--- src/rtl/lcd_frame_capture.sv ---
// ============================================================================
// Module  : lcd_frame_capture
// Purpose : Captures one RGB565 LCD frame into a frame buffer on request.
// Revision: 1.0 - initial release
// ============================================================================
`default_nettype none

module lcd_frame_capture #(
  parameter int WIDTH  = 480,
  parameter int HEIGHT = 272,
  parameter int ADDR_W = 17
) (
  input  logic              iClk,
  input  logic              iRst,
  input  logic              iLcdClkEn,
  input  logic              iLcdHSync,
  input  logic              iLcdVSync,
  input  logic              iLcdDe,
  input  logic [4:0]        iLcdR,
  input  logic [5:0]        iLcdG,
  input  logic [4:0]        iLcdB,
  input  logic              iArm,
  output logic              oWrEn,
  output logic [ADDR_W-1:0] oWrAddr,
  output logic [15:0]       oWrData,
  output logic              oBusy,
  output logic              oFrameDone,
  output logic              oErr,
  output logic [8:0]        oLineCnt
);

  typedef enum logic [1:0] {
    IDLE    = 2'd0,
    WAIT_VS = 2'd1,
    ACTIVE  = 2'd2,
    DONE    = 2'd3
  } stateT;

  localparam int                  c_pixW     = $clog2(WIDTH + 1);
  localparam logic [c_pixW-1:0]   c_width    = c_pixW'(WIDTH);
  localparam logic [8:0]          c_lastLine = 9'(HEIGHT - 1);
  localparam logic [ADDR_W:0]     c_total    = (ADDR_W + 1)'(WIDTH * HEIGHT);

  stateT               r_state;
  stateT               w_stateNext;
  logic                r_prevHs;
  logic                r_prevVs;
  logic                r_prevDe;
  logic                r_wrEn;
  logic [ADDR_W-1:0]   r_wrAddr;
  logic [15:0]         r_wrData;
  logic                r_err;
  logic [8:0]          r_lineCnt;
  logic [ADDR_W-1:0]   r_addr;
  logic [c_pixW-1:0]   r_pixCnt;
  logic                w_busy;
  logic                w_frameDone;
  logic                w_vsFall;
  logic                w_deFall;
  logic                w_pixel;
  logic                w_frameEnd;
  logic                w_roomInLine;
  logic                w_unused;

  // Edges are judged only between consecutive strobed samples.
  assign w_vsFall     = iLcdClkEn & r_prevVs & ~iLcdVSync;
  assign w_deFall     = iLcdClkEn & r_prevDe & ~iLcdDe;
  assign w_pixel      = iLcdClkEn & iLcdDe;
  assign w_frameEnd   = w_deFall && (r_lineCnt == c_lastLine);
  assign w_roomInLine = (r_pixCnt < c_width) && ({1'b0, r_addr} < c_total);

  // HSync history is retained for completeness; line timing keys on DE.
  assign w_unused = r_prevHs;

  always_ff @(posedge iClk) begin
    if (iRst) begin
      r_state   <= IDLE;
      r_prevHs  <= 1'b1;
      r_prevVs  <= 1'b1;
      r_prevDe  <= 1'b0;
      r_wrEn    <= 1'b0;
      r_wrAddr  <= '0;
      r_wrData  <= '0;
      r_err     <= 1'b0;
      r_lineCnt <= '0;
      r_addr    <= '0;
      r_pixCnt  <= '0;
    end else begin
      r_state <= w_stateNext;
      r_wrEn  <= 1'b0;
      if (iLcdClkEn) begin
        r_prevHs <= iLcdHSync;
        r_prevVs <= iLcdVSync;
        r_prevDe <= iLcdDe;
      end
      case (r_state)
        IDLE: begin
          if (iArm) begin
            r_err     <= 1'b0;
            r_lineCnt <= '0;
          end
        end
        WAIT_VS: begin
          if (w_vsFall) begin
            r_addr   <= '0;
            r_pixCnt <= '0;
          end
        end
        ACTIVE: begin
          // Frame completion outranks a coincident VSync restart.
          if (w_frameEnd) begin
            r_lineCnt <= r_lineCnt + 9'd1;
            if (r_pixCnt != c_width) r_err <= 1'b1;
            r_pixCnt <= '0;
          end else if (w_vsFall) begin
            r_err     <= 1'b1;
            r_addr    <= '0;
            r_lineCnt <= '0;
            r_pixCnt  <= '0;
          end else if (w_deFall) begin
            r_lineCnt <= r_lineCnt + 9'd1;
            if (r_pixCnt != c_width) r_err <= 1'b1;
            r_pixCnt <= '0;
          end else if (w_pixel) begin
            if (w_roomInLine) begin
              r_wrEn   <= 1'b1;
              r_wrAddr <= r_addr;
              r_wrData <= {iLcdR, iLcdG, iLcdB};
              r_addr   <= r_addr + ADDR_W'(1);
              r_pixCnt <= r_pixCnt + c_pixW'(1);
            end else begin
              r_err <= 1'b1;
            end
          end
        end
        DONE: begin
        end
        default: begin
        end
      endcase
    end
  end

  always_comb begin
    w_stateNext = r_state;
    w_busy      = 1'b0;
    w_frameDone = 1'b0;
    case (r_state)
      IDLE: begin
        if (iArm) w_stateNext = WAIT_VS;
      end
      WAIT_VS: begin
        w_busy = 1'b1;
        if (w_vsFall) w_stateNext = ACTIVE;
      end
      ACTIVE: begin
        w_busy = 1'b1;
        if (w_frameEnd) w_stateNext = DONE;
      end
      DONE: begin
        w_frameDone = 1'b1;
        w_stateNext = IDLE;
      end
      default: w_stateNext = IDLE;
    endcase
  end

  assign oWrEn      = r_wrEn;
  assign oWrAddr    = r_wrAddr;
  assign oWrData    = r_wrData;
  assign oBusy      = w_busy;
  assign oFrameDone = w_frameDone;
  assign oErr       = r_err;
  assign oLineCnt   = r_lineCnt;

endmodule

`default_nettype wire

--- config.mk ---
export PLATFORM = sky130hd
export DESIGN_NAME = lcd_frame_capture
export DESIGN_NICKNAME = d
export VERILOG_FILES = /design/src/rtl/lcd_frame_capture.sv
export SDC_FILE = /design/constraint.sdc
export NUM_CORES = 1
export LEC_CHECK = 0
export CAP_MARGIN = 10
export CORE_UTILIZATION = 46
export DETAILED_ROUTE_END_ITERATION = 8
export PLACE_DENSITY = 0.82
export SLEW_MARGIN = 30
export SYNTH_ARGS = -nofsm -noshare
export SYNTH_HDL_FRONTEND = slang
export SYNTH_SLANG_ARGS = --single-unit
--- constraint.sdc ---
create_clock -name iClk -period 2.03 [get_ports iClk]
set_input_delay 0.406 -clock iClk [delete_from_list [all_inputs] [get_ports iClk]]
set_output_delay 0.406 -clock iClk [all_outputs]
set_load 0.05 [all_outputs]
* Word-level counts from Yosys, hierarchy flattened *
Cells that the tools add are included.

storage, ports and cells
  bits in registers = 74
  bits of input ports = 23
  output and inout port bits = 46
  logic and storage cells = 90

operators by class
  add/sub/neg operators = 3
  $lt $le $gt $ge = 2
  equal/unequal tests = 16
  multiplexer cells = 34
  bitwise logic cells = 12
  reductions and logical operators = 13

operators by type and width
  operator                                        number
  2-to-1 mux 17 bit                               6
  2-to-1 mux 9 bit                                10
  case mux 9 bit (2 select lines)                 2
  case mux 17 bit (2 select lines)                1
  adder 9 x 1 -> 9 bit (second input constant)    2
  adder 17 x 1 -> 17 bit (second input constant)  1
  < comparator 17 bit (second input constant)     1
  inequality test 5 bit (second input constant)   3
  AND reduction 6 bit                             2
  2-to-1 mux 1 bit                                10
  equality test 9 bit (second input constant)     1
  < comparator 9 bit (second input constant)      1
  inequality test 3 bit (second input constant)   3
  inequality test 9 bit (second input constant)   1
  inequality test 2 bit (second input constant)   4
  case mux 2 bit (4 select lines)                 1
  AND reduction 4 bit                             2
  inverter 1 bit                                  7
  2-to-1 mux 2 bit                                3
  AND reduction 3 bit                             2
  OR reduction 6 bit                              1
  AND 1 bit                                       5
  equality test 2 bit (second input constant)     2
  inequality test 4 bit (second input constant)   1
  6 further kinds                                 8

* Logic depth before layout (Yosys ltp) *
  depth in word-level cells = 8
  gate-level depth with buffers = 8
  gate-level depth less buffers = 7

* Least setup slack after synthesis *
Ideal clock, no wire load.

  kind = register to register
  start point = register r_lineCnt[0] (netlist: oLineCnt[0])
  end point = register r_pixCnt[7]
  setup time = 0.091 ns
  arrival time = 2.001 ns
  data required time = 1.939 ns
  slack = -0.061 ns
  stages on the path, launching flop included = 8
  path buffers = 1
  clock period less this slack = 2.091 ns
  cell sequence = dfxtp_1 > ha_1 > and4b_1 > clkbuf_1 > a31o_2 > nor3_4 > a41oi_1 > a311oi_1

on the way
  cells in the longest elaborated chain, start to end = 4
  elaborated cells on any way between the ends = 7
  classes of those cells = 3 x eq/ne; 2 x mux; 2 x reduce/logical

ends and longest elaborated chain
  what                                                                                     line  source
  start, declared                                                                          53    logic [8:0] r_lineCnt;
  start signal, assigned                                                                   112   r_lineCnt <= r_lineCnt + 9'd1;
  start signal, assigned                                                                   121   r_lineCnt <= r_lineCnt + 9'd1;
  equality test 9 bit (*)                                                                  69    assign w_frameEnd = w_deFall && (r_lineCnt == c_lastLine);
  logical AND 1 bit (*)                                                                    69
  inequality test 5 bit (no line) / 2-to-1 mux 9 bit (equally long branches)               n/a
  AND reduction 4 bit (no line) / case mux 9 bit (2 select lines) (equally long branches)  n/a
  end signal, assigned                                                                     130   r_pixCnt <= r_pixCnt + c_pixW'(1);
  end, declared                                                                            55    logic [c_pixW-1:0] r_pixCnt;

Every way passes the cells marked *; elsewhere a longest branch is shown, timed or not.
A chain may end at the register's enable or synchronous reset.

* Worst setup path after layout *
  start point = register r_err (netlist: oErr)
  end point = output port oErr

RTL lines
  what                    line  source
  start, declared         52    logic r_err;
  start signal, assigned  84    r_err <= 1'b0;
  start signal, assigned  99    r_err <= 1'b0;
  start signal, assigned  113   if (r_pixCnt != c_width) r_err <= 1'b1;
  end, declared           28    output logic oErr,

No word-level cell between the ends.

==> summary.md <==
| Metric | Value |
|---|---|
| N_diodes | 0 |
| IO Port Bufs | 67 |
| Non-Filler Instances | between 600 and 700 |
| CP endpoint kind | output pin |
| Placed instance count | 603 |
| Post-Syn Instances | 417 |
| Max_slew headroom | between 60% and 70% |
| CP Buf/Inv Count | 1 |
| Vias per cell | 5.68 |
| Max-cap viol count | 0 |
| CP max FO | 3 |
| Synth top area share | 43.5% |
| CORE AREA | 0.00698 mm2 |
| Multi-input gate area | roughly 0.0018 mm2 |
| Gr ovfl total | 0 |
| RSZ-0062 raised after global routing | false |
| Data required time of the critical path | 1.62 ns |
| Top delay family on crit path | buffers and inverters |
| Critical Path AT | 1.59 ns |
| Layout net count | ~550 |
| Row count | 30 |
| Count leader, synth | nand2_1 |
| Share of post-route cells with drive strength above 1 | 15.8% |
| Worst Setup Start Kind | register |
| Place WS | -0.266 ns |
| Ports | 69 |
| Syn nets | 448 |
| Setup ws final | 0.0378 ns |
| Crit Path Class | register to output pin |
| Avg Cell Area, Syn | 8.16 um2 |
| Post-route cell area | 0.00472 mm2 |
| PwrDens | 937 mW/mm2 |
| Hold Crit Class | register to register |
| Area growth from synthesis to layout | 38.8% |
| DR pass1 iterations | 5 |
| Post-Syn Area | 0.00340 mm2 |
| CTS tree | built |
| Filler cells | 592 |
| Yosys reg bits | between 70 and 80 |
| Total power | between 4 and 5 mW |
| Register area share after synthesis | between 40% and 50% |
| Clock Path Buffers | 2 |
| Post-synth EDFFs | 0 |
| CP Cell Sequence | clkdlybuf4s50_1 |
| Cell chosen for the clock root | clkbuf_8 |
| Num CTS Buffers | 9 |
| DRC viols | 0 |
| Htree depth | 3 |
| Setup_tns | 0 ns |
| Number of global-route vias before repair | 3128 |
| Worst-Margin Slew | around 0.53 ns |
| Top_reg_cell synth | dfxtp_1 |
| Cts hold-fix bufs | 0 |
| Netlist cell types | 51 |
| Die Wd | 88 um |
| Top cells by instance count after synthesis | 88 x nand2_1, 74 x dfxtp_1, 61 x a21oi_1, 21 x nand3_1, 17 x o21ai_0 |
| Leak pwr | roughly 1.7 nW |
| Yosys warning count | 0 |
| Outcome | complete, no violations |
| Worst VDD drop | between 0.5 and 0.6 mV |
| Worst-path clk slew | 0.08 ns |
| Final setup fails | 0 |
| First-pass GRT wire length | 14.3 mm |
| Worst-Skew Late Latency | 0.35 ns |
| Final hold violation count | 0 |
| Final antenna-violating net count | 0 |
| Pins Over Slew Limit | 0 |
| Initial DRC count | 252 |
| Fmax | 502 MHz |
| DP HPWL | 6.31 mm |
| Largest cells by area after synthesis | dfxtp_1 44%, nand2_1 9.7%, a21oi_1 9.0% |
| CTS sink cnt | between 70 and 80 |
| Min cycle time layout | about 2 ns |
| Die height | just under 90 um |
| Critical-path top delay cell | clkdlybuf4s50_1 |
| Post-synth ARST share | 0% |
| Placer Congestion | 0.867 |
| Wire per inst | approximately 14 um |
| All-Layer GR Usage | 23.6% |
| Placed Area | 0.00446 mm2 |
| Die area | roughly 0.0077 mm2 |
| Worst Skew | just over 0.009 ns |
| Storage cell area | 0.00149 mm2 |
| Largest net degree at the start of global routing | 47 |
| Area leader, netlist | dfxtp_1 |
| Critical path's largest stage delay | 0.83 ns |
| Via count | approximately 3500 |
| Total Wirelength | 8.99 mm |
| Initial Util | 48.7% |
| Tcrit/Tclk final | 98.1% |
| Initial antenna violation count | 0 |
-- routing by layer --
layer / track usage (%) / vias up / routed length (um)
met4: 11.8 / 0 / 227
met1: 29.9 / 1685 / 3940
met5: 0 / - / 0
met3: 3.39 / 21 / 379
met2: 39.3 / 103 / 4440
li1: - / 1721 / -
-- layout make-up --
type / instances / area share (%)
sequential: 74 / 31.5
clock buffer: 10 / 2.92
clock inverter: 6 / 2.07
multi-input combinational: 314 / 38.5
timing repair buffer: 115 / 22.1
inverter: 6 / 0.477
tap: 96 / 2.54
-- per-stage QoR --
| step | util (%) | hold WS (ns) |
|---|---|---|
| after floorplan | - | 0.441 |
| after global placement | 63.8 | 0.441 |
| after detailed placement | 63.8 | 0.447 |
| after CTS | 67.1 | 0.458 |
| after global routing | 67.6 | 0.473 |
| final | 67.6 | 0.454 |
-- flip-flops by register name, indices dropped and copies added, names as in the netlist --
register  cells
r_pixCnt      9
oWrData      16
r_state       2
r_prevVs      1
r_addr       17
oLineCnt      9
oWrAddr      17
oErr          1
oWrEn         1
r_prevDe      1
-- path summary, 6_finish.rpt --
| check | from | end | slack, ns | cells past startpoint |
|---|---|---|---|---|
| max | oErr | oErr | 0.04 | 1 |
| min | oWrAddr[7] | oWrAddr[7] | 0.45 | 2 |
| max reg2reg | oLineCnt[0] | r_pixCnt[3] | 0.09 | 7 |
| min reg2reg | oWrAddr[7] | oWrAddr[7] | 0.45 | 2 |
-- kinds of logic (layout without fill, tap and decap cells) --
| group | Yosys count | count (layout) | share of synthesized area, % |
|---|---|---|---|
| compound gates | 122 | 122 | 21.9 |
| xor+xnor | 2 | 2 | 0.515 |
| fa+ha+maj | 8 | 8 | 2.94 |
| buf+inv | 29 | 137 | 3.64 |
| flops | 74 | 74 | 43.5 |
| mux | 5 | 5 | 1.51 |
| simple gates | 177 | 177 | 26.0 |
-- layout by cell type (no fill, tap or decap), drive strengths merged, types with 10 or more instances in the layout --
cell type / n
nand3: 21
nand2: 88
dfxtp: 74
nor2: 13
a21oi: 61
o21ai: 19
clkdlybuf4s50: 59
clkbuf: 10
buf: 52
a31oi: 10
-- report_power, final --
group	internal [mW]	switching (mW)
clock network	0.743	0.602
registers	1.51	0.0531
logic	0.662	0.856
-- repair_timing --
item	4_1_cts	5_1_grt
setup buffers	0	2
setup endpoints to repair	3	59
pin swaps	0	2
gates resized for setup	3	6
endpoints found under the hold margin	0	0
-- tightest hold or removal path, delay by kind of cell, from the launching register on --
family             cells  cell delay, ns
AOI/OAI and AO/OA      1            0.05
and+or+nand+nor        1            0.05
DFF                    1            0.31
Power figures use the tool's default switching activity.
